`config.mk`:
```
export PLATFORM = sky130hd
export DESIGN_NAME = seq_chunk_adder
export DESIGN_NICKNAME = d
export VERILOG_FILES = /design/src/rtl/seq_chunk_adder.sv
export SDC_FILE = /design/constraint.sdc
export NUM_CORES = 1
export LEC_CHECK = 0
export BUFFER_PORTS_ARGS = -buffer_cell sky130_fd_sc_hd__buf_2
export CORE_MARGIN = 8
export CORE_UTILIZATION = 58
export CTS_BUF_LIST = sky130_fd_sc_hd__clkbuf_16
export DETAILED_ROUTE_END_ITERATION = 16
export PLACE_DENSITY = 0.85
export SLEW_MARGIN = 40
export SYNTH_ARGS = -nofsm -noshare
export SYNTH_HDL_FRONTEND = slang
export SYNTH_SLANG_ARGS = --single-unit
```
`constraint.sdc`:
```
create_clock -name clk -period 4.3 [get_ports clk]
set_input_delay 0.645 -clock clk [delete_from_list [all_inputs] [get_ports clk]]
set_output_delay 0.645 -clock clk [all_outputs]
set_load 0.005 [all_outputs]
```
`src/rtl/seq_chunk_adder.sv`:
```
// Multi-cycle ripple adder: adds WIDTH-bit operands CHUNK bits per clock, carry kept in a register.
// Optional subtract mode via `define SEQ_ADDER_SUB_EN (adds a Sub input port).
module seq_chunk_adder #(
   parameter int unsigned WIDTH = 16,
   parameter int unsigned CHUNK = 4
) (
   input  logic             clk,
   input  logic             rst,
   input  logic [WIDTH-1:0] A,
   input  logic [WIDTH-1:0] B,
   input  logic             Cin,
`ifdef SEQ_ADDER_SUB_EN
   input  logic             Sub,
`endif
   input  logic             in_valid,
   output logic             in_ready,
   output logic [WIDTH-1:0] S,
   output logic             Cout,
   output logic             out_valid,
   input  logic             out_ready
);

   localparam int unsigned NCHUNK = WIDTH / CHUNK;
   localparam int unsigned CW     = (NCHUNK > 1) ? $clog2(NCHUNK) : 1;

   if (CHUNK == 0 || (WIDTH % CHUNK) != 0) begin : g_bad_chunk
      $error("seq_chunk_adder: WIDTH must be a non-zero multiple of CHUNK");
   end

   typedef enum logic [1:0] {StIdle, StAdd, StDone} state_e;

   state_e            state_q, state_d;
   logic [WIDTH-1:0]  a_q, a_d;
   logic [WIDTH-1:0]  b_q, b_d;
   logic              carry_q, carry_d;
   logic [CW-1:0]     cnt_q, cnt_d;
   logic [WIDTH-1:0]  s_q, s_d;
   logic              cout_q, cout_d;
   logic              out_valid_q, out_valid_d;
   logic [CHUNK:0]    chunk_sum;
   int unsigned       base;

   assign in_ready  = (state_q == StIdle) && !rst;
   assign S         = s_q;
   assign Cout      = cout_q;
   assign out_valid = out_valid_q;

   always_comb begin
      base      = CHUNK * 32'(cnt_q);
      chunk_sum = {1'b0, a_q[base +: CHUNK]} + {1'b0, b_q[base +: CHUNK]}
                  + {{CHUNK{1'b0}}, carry_q};
   end

   always_comb begin
      state_d     = state_q;
      a_d         = a_q;
      b_d         = b_q;
      carry_d     = carry_q;
      cnt_d       = cnt_q;
      s_d         = s_q;
      cout_d      = cout_q;
      out_valid_d = out_valid_q;
      unique case (state_q)
         StIdle: begin
            if (in_valid) begin
               a_d     = A;
               cnt_d   = '0;
               state_d = StAdd;
`ifdef SEQ_ADDER_SUB_EN
               // Subtraction as A + ~B + 1; Cin is ignored in that mode
               b_d     = Sub ? ~B : B;
               carry_d = Sub ? 1'b1 : Cin;
`else
               b_d     = B;
               carry_d = Cin;
`endif
            end
         end
         StAdd: begin
            s_d[base +: CHUNK] = chunk_sum[CHUNK-1:0];
            carry_d            = chunk_sum[CHUNK];
            cnt_d              = cnt_q + CW'(1);
            if (cnt_q == CW'(NCHUNK - 1)) begin
               cout_d      = chunk_sum[CHUNK];
               out_valid_d = 1'b1;
               state_d     = StDone;
            end
         end
         StDone: begin
            if (out_ready) begin
               out_valid_d = 1'b0;
               state_d     = StIdle;
            end
         end
         default: state_d = StIdle;
      endcase
   end

   always_ff @(posedge clk) begin
      if (rst) begin
         state_q     <= StIdle;
         a_q         <= '0;
         b_q         <= '0;
         carry_q     <= 1'b0;
         cnt_q       <= '0;
         s_q         <= '0;
         cout_q      <= 1'b0;
         out_valid_q <= 1'b0;
      end else begin
         state_q     <= state_d;
         a_q         <= a_d;
         b_q         <= b_d;
         carry_q     <= carry_d;
         cnt_q       <= cnt_d;
         s_q         <= s_d;
         cout_q      <= cout_d;
         out_valid_q <= out_valid_d;
      end
   end

endmodule
```
==> flow_summary.toml, run 1 <==
[status]
status = "finished clean"

[worst_hold_path]
min_path_type = "reg -> reg"

[sta]
hold_viol = 0
slew_headroom_pct = 54.08
post-route-period-util_pct = 58.25
finalSetupViolCount = 0
layout_min_cycle_time_ps = 2505
finalClockSkew_ps = 5.879
worst_slack_ps = 1795
rsz0062_at_grt = "false"
worstMarginPinSlew_ps = 687.4
slew_violations = 0
max_freq_mhz = 399.2
fin_hold_ws_ps = 453.2
tns_ps = 0

[route]
viasPerCell = 5.581
ant_nets = 0
first_iter_violations = 135
routedWlPerCell_microns = 14.78
drc_errors = 0
dr_total_vias = 2104
dr.pass1.iters = 4
wl_microns = 5571

[yosys]
synth-compound-area-share_pct = 14.37
synthesis.nets = 325
synth.cell_area_sq_um = 2516
synth_xor_area_share_pct = 0.3481
synthArstFlopShare_pct = 0
yosysTopAreaCellShare_pct = 43.76
synthFlopType = "dfxtp_1"
synth_commonest_cells = "77 x nand2_1, 55 x dfxtp_1, 40 x a21oi_1"
postSynthCellCount = 277
ys_seq_elements = 55
syn-mean-instance-area_sq_um = 9.084
yosys-mux-area-fraction_pct = 8.354
synth_area_leaders = "dfxtp_1 44%, nand2_1 11%, mux4_1 8.4%"
yosysTopAreaCell = "dfxtp_1"
ys_warn_count = 0
ys_types = 33
seq_area_frac_synth_pct = 43.76
synth-edff-count = 0
synth-adder-area-share_pct = 6.067
post-synth-top-count-cell = "nand2_1"
synth_top_family_by_area = "simple AND/OR/NAND/NOR gates"
synth_simple_gate_area_share_pct = 21.53

[global_route]
grtUsageTotal_pct = 17.25
grt_overflow = 0
antenna_found_initial = 0
first_global_vias = 2022
grt_max_degree = 58
grt_pass1_wl_microns = 9101

[layout]
fillers = 353
layout.nets = 372
design_area_sq_um = 2907
multiInputGateArea_sq_um = 1277
drive_gt1_share_pct = 22.77
register_area_sq_um = 1101
utilization_pct = 68.16
area_delta_synth_final_pct = 15.51
antenna_cells = 0

[critical_path]
crit_required_ps = 4460
cp_max_fo = 14
path_class = "reg -> reg"
end_kind = "flop"
critPathLaunchType = "flop"
arrival_ps = 2670

[placed_design]
dpl_cell_area_sq_um = 2763
dpl_worst_slack_ps = 1834
numPortBuffers = 55
dpl.hpwl_microns = 4054
gp_congestion = 0.8149

[cts]
cts_resized = 0
path_clk_slew_ps = 70
clock_latency_ps = 290
numCtsBuffers = 5
htree_levels = 2
post-cts-setup-buffers = 0
clock_sinks = 55
holdBufCountCts = 0
tritoncts = "done"
clockBufferDepth = 2
cts_root_buffer = "clkbuf_16"

[die]
core_area_sq_um = 4264
dieArea_sq_um = 6702
die_h_microns = 81.87
start_util_pct = 59.01
die_w_microns = 81.87
boundaryPins = 56
row_count = 24

[run]
maxCapViolCount = 0

[power_and_ir_drop]
ir_worst_vdd_mv = 0.2193
p_leak_nw = 1.264
power_density_nw_per_um2 = 374.1
[cells in the final DEF (no fill, tap or decap), drive strengths merged, types with 3 or more instances in the layout]
cell type  Yosys  final
a21oi         40     40
a22oi         13     13
buf           11     57
clkbuf         6      5
dfxtp         55     55
ha             9      9
inv            7      8
mux4           8      8
nand2         77     77
nand3          4      4
nor2          22     22
nor2b          3      3
[sequential cells by signal, indices dropped and copies added, names as in the netlist]
name	count
b_q	16
cnt_q	2
carry_q	1
state_q	2
Cout	1
a_q	16
S	16
out_valid	1
[worst paths after layout]
kind	start	endpoint	slack (ps)	cells after the start
worst min register to register	b_q[7]$_SDFFE_PP0P_	b_q[7]$_SDFFE_PP0P_	450	2
worst max-delay path	cnt_q[0]$_SDFFE_PP0P_	S[11]$_SDFFE_PP0P_	1800	7
worst min-delay path	b_q[7]$_SDFFE_PP0P_	b_q[7]$_SDFFE_PP0P_	450	2
worst max register to register	cnt_q[0]$_SDFFE_PP0P_	S[11]$_SDFFE_PP0P_	1800	7
[logic make-up (layout without fill, tap and decap cells)]
group	count (synthesis)	after routing
AO/OA/AOI/OAI	61	61
XOR/XNOR	1	1
adder cells (fa/ha/maj)	11	11
buffers and inverters	24	72
flip-flops	55	55
multiplexers	8	8
AND/OR/NAND/NOR	117	117
[routing by layer]
| metal | up-vias | wire, microns | track usage (%) |
|---|---|---|---|
| met4 | 0 | 76 | 5.614 |
| met5 | - | 0 | 0 |
| li1 | 1040 | - | - |
| met3 | 12 | 413 | 5.252 |
| met2 | 66 | 2871 | 30.07 |
| met1 | 986 | 2208 | 19.62 |
[area by class of cell]
type,count,share of cell area (%)
clock buffers,5,4.305
clock inverters,3,0.6457
inverters,7,0.9040
multi-input cells,198,43.95
flip-flops and latches,55,37.88
well taps,52,2.238
repair buffers,57,10.07
[critical path: stages, from the launching register on]
cell,delay [ps]
dfxtp_1,390
buf_4,270
mux4_1,590
ha_1,350
or2_2,290
a21o_1,230
a32oi_1,200
nor2_1,50
[metrics by stage]
| stage | power [mW] | cells |
|---|---|---|
| 2_1_floorplan | 0.6633 | 277 |
| 3_3_place_gp | 0.6975 | 369 |
| 3_5_place_dp | 0.7025 | 369 |
| 4_1_cts | 1.092 | 377 |
| 5_1_grt | 1.134 | 377 |
| 6_report | 1.087 | 377 |
[where the power goes]
| part | internal, mW | switching (mW) |
|---|---|---|
| Sequential | 0.532 | 0.0161 |
| Clock | 0.216 | 0.179 |
| Combinational | 0.0603 | 0.0835 |
No activity file was read; power rests on OpenSTA's default activity.
==> run 2, diff against run 1 <==
--- a/config.mk
+++ b/config.mk
@@ -5,12 +5,13 @@
 export SDC_FILE = /design/constraint.sdc
 export NUM_CORES = 1
 export LEC_CHECK = 0
+export ABC_AREA = 1
 export BUFFER_PORTS_ARGS = -buffer_cell sky130_fd_sc_hd__buf_2
 export CORE_MARGIN = 8
-export CORE_UTILIZATION = 58
+export CORE_UTILIZATION = 53
 export CTS_BUF_LIST = sky130_fd_sc_hd__clkbuf_16
 export DETAILED_ROUTE_END_ITERATION = 16
-export PLACE_DENSITY = 0.85
+export PLACE_DENSITY = 0.78
 export SLEW_MARGIN = 40
 export SYNTH_ARGS = -nofsm -noshare
 export SYNTH_HDL_FRONTEND = slang
==> constraint.sdc (replaced) <==
create_clock -name clk -period 2.4 [get_ports clk]
set_input_delay 0.36 -clock clk [delete_from_list [all_inputs] [get_ports clk]]
set_output_delay 0.36 -clock clk [all_outputs]
set_load 0.005 [all_outputs]
==> flow_summary.toml, run 2 <==
[critical_path]
critPathLaunchType = "flop"
arrival_ps = 2430
r2r_cells = 9
crit_required_ps = 2610
r2r_end = "S[13]$_SDFFE_PP0P_"
cp-endpoint = "S[13]$_SDFFE_PP0P_"
r2r-start = "cnt_q[0]$_SDFFE_PP0P_"
startpoint = "cnt_q[0]$_SDFFE_PP0P_"
end_kind = "flop"
cp_max_fo = 15
rrSetupSlack_ps = 180
path_class = "reg -> reg"

[cts]
htree_levels = 2
holdBufCountCts = 0
path_clk_slew_ps = 60
clock_sinks = 55
post-cts-setup-buffers = 0
numCtsBuffers = 5
tritoncts = "done"
clockBufferDepth = 2
cts_root_buffer = "clkbuf_16"
clock_latency_ps = 280

[layout]
design_area_sq_um = 2963
drive_gt1_share_pct = 22.92
layout.nets = 432
final_cell_mix = "88 x nor2_1, 55 x dfxtp_1, 55 x buf_2"
register_area_sq_um = 1101
antenna_cells = 0
area_delta_synth_final_pct = 17.87
fillers = 423
final_common_cell = "nor2_1"
utilization_pct = 63.57
multiInputGateArea_sq_um = 1251

[global_route]
grtUsageTotal_pct = 16.33
grt_pass1_wl_microns = 9798
antenna_found_initial = 0
first_global_vias = 2276
grt_max_degree = 34
grt_overflow = 0

[yosys]
ys_types = 30
synth_commonest_cells = "88 x nor2_1, 55 x dfxtp_1, 40 x o21ai_0"
synthesis.nets = 378
synthFlopType = "dfxtp_1"
synth_area_leaders = "dfxtp_1 44%, nor2_1 13%, o21ai_0 8.0%"
ys_warn_count = 0
yosysTopAreaCell = "dfxtp_1"
postSynthCellCount = 330
synthArstFlopShare_pct = 0
synth-edff-count = 0
post-synth-top-count-cell = "nor2_1"
seq_area_frac_synth_pct = 43.80
synth.cell_area_sq_um = 2514
yosysTopAreaCellShare_pct = 43.80
syn-mean-instance-area_sq_um = 7.617
ys_seq_elements = 55

[power_and_ir_drop]
power_density_nw_per_um2 = 696.6
p_total_mw = 2.064
ir_worst_vdd_mv = 0.4858
p_leak_nw = 1.332

[die]
start_util_pct = 53.93
boundaryPins = 56
row_count = 25
dieArea_sq_um = 7202
die_h_microns = 84.87
die_w_microns = 84.87
core_area_sq_um = 4661

[route]
ant_nets = 0
dr_total_vias = 2303
viasPerCell = 5.258
wl_microns = 5726
first_iter_violations = 100
drc_errors = 0
routedWlPerCell_microns = 13.07
dr.pass1.iters = 4

[placed_design]
numPortBuffers = 55
gp_congestion = 0.8687
dpl.hpwl_microns = 4299
dpl_cell_area_sq_um = 2809

[sta]
post-route-period-util_pct = 92.47
tns_ps = 0
worstMarginPinSlew_ps = 768.4
slew_violations = 0
rsz0062_at_grt = "false"
hold_viol = 0
max_freq_mhz = 450.6
finalClockSkew_ps = 3.894
layout_min_cycle_time_ps = 2219
slew_headroom_pct = 48.72
finalSetupViolCount = 0

[run]
maxCapViolCount = 0

[worst_hold_path]
min_path_type = "in -> reg"

[status]
status = "finished clean"
[run 2: metrics by stage]
| stage | worst slack (ps) | std cells | hold slack [ps] |
|---|---|---|---|
| finish | 180.8 | 438 | 296.7 |
| global route | 3.802 | 438 | 295.6 |
| CTS | 122.4 | 438 | 292.2 |
| detailed placement | 161.8 | 431 | 452.2 |
| global placement | 232.7 | 431 | 449.2 |
| floorplan | 87.75 | 330 | 429.1 |
[run 2: logic make-up after synthesis]
kind of cell / after synthesis / synth area share (%)
simple gates: 148 / 25.39
fa+ha+maj: 11 / 6.073
xor+xnor: 1 / 0.3485
buf+inv: 35 / 7.217
compound gates: 80 / 17.17
flops: 55 / 43.80
[run 2: routing by layer]
metal	part of all wire, %	global-route usage, %	vias to the layer above
met5	0	0	-
met4	1.0	4.854	0
met3	6.6	5.212	6
met2	48	27.85	54
met1	44	19.02	1053
li1	-	-	1190
[run 2: worst min path at each step]
stage	from	cells past startpoint	to
after floorplan	rst	1	state_q[0]$_SDFFE_PP0P_
after global placement	S[15]$_SDFFE_PP0P_	2	S[15]$_SDFFE_PP0P_
after detailed placement	S[15]$_SDFFE_PP0P_	2	S[15]$_SDFFE_PP0P_
after CTS	B[9]	3	b_q[9]$_SDFFE_PP0P_
after global routing	A[13]	3	a_q[13]$_SDFFE_PP0P_
final	B[14]	3	b_q[14]$_SDFFE_PP0P_
[run 2: power by group]
group | total [mW] | internal (mW) | switching [mW]
clock | 0.664 | 0.375 | 0.289
sequential | 1.01 | 0.971 | 0.0339
combinational | 0.395 | 0.153 | 0.241
total | 2.06 | 1.50 | 0.564
[run 2: critical path: stages, from the launching register on]
cell and delay, ps:
dfxtp_1 320, buf_4 180, o21ai_0 170, o22ai_1 110, fa_1 430, inv_1 80
fa_1 460, nor3_2 200, a22oi_1 90, nor2_1 100
[run 2: repair_timing]
action | 4_1_cts | 5_1_grt
setup endpoints to repair | 0 | 4
gates resized for setup | 0 | 4
hold endpoints to repair | 0 | 0
[run 2: layout make-up]
class / instances / area share, %
multi-input cells: 240 / 42.23
well taps: 54 / 2.280
clock buffers: 5 / 4.223
flip-flops and latches: 55 / 37.16
repair buffers: 63 / 11.32
clock inverters: 2 / 0.2956
inverters: 19 / 2.492
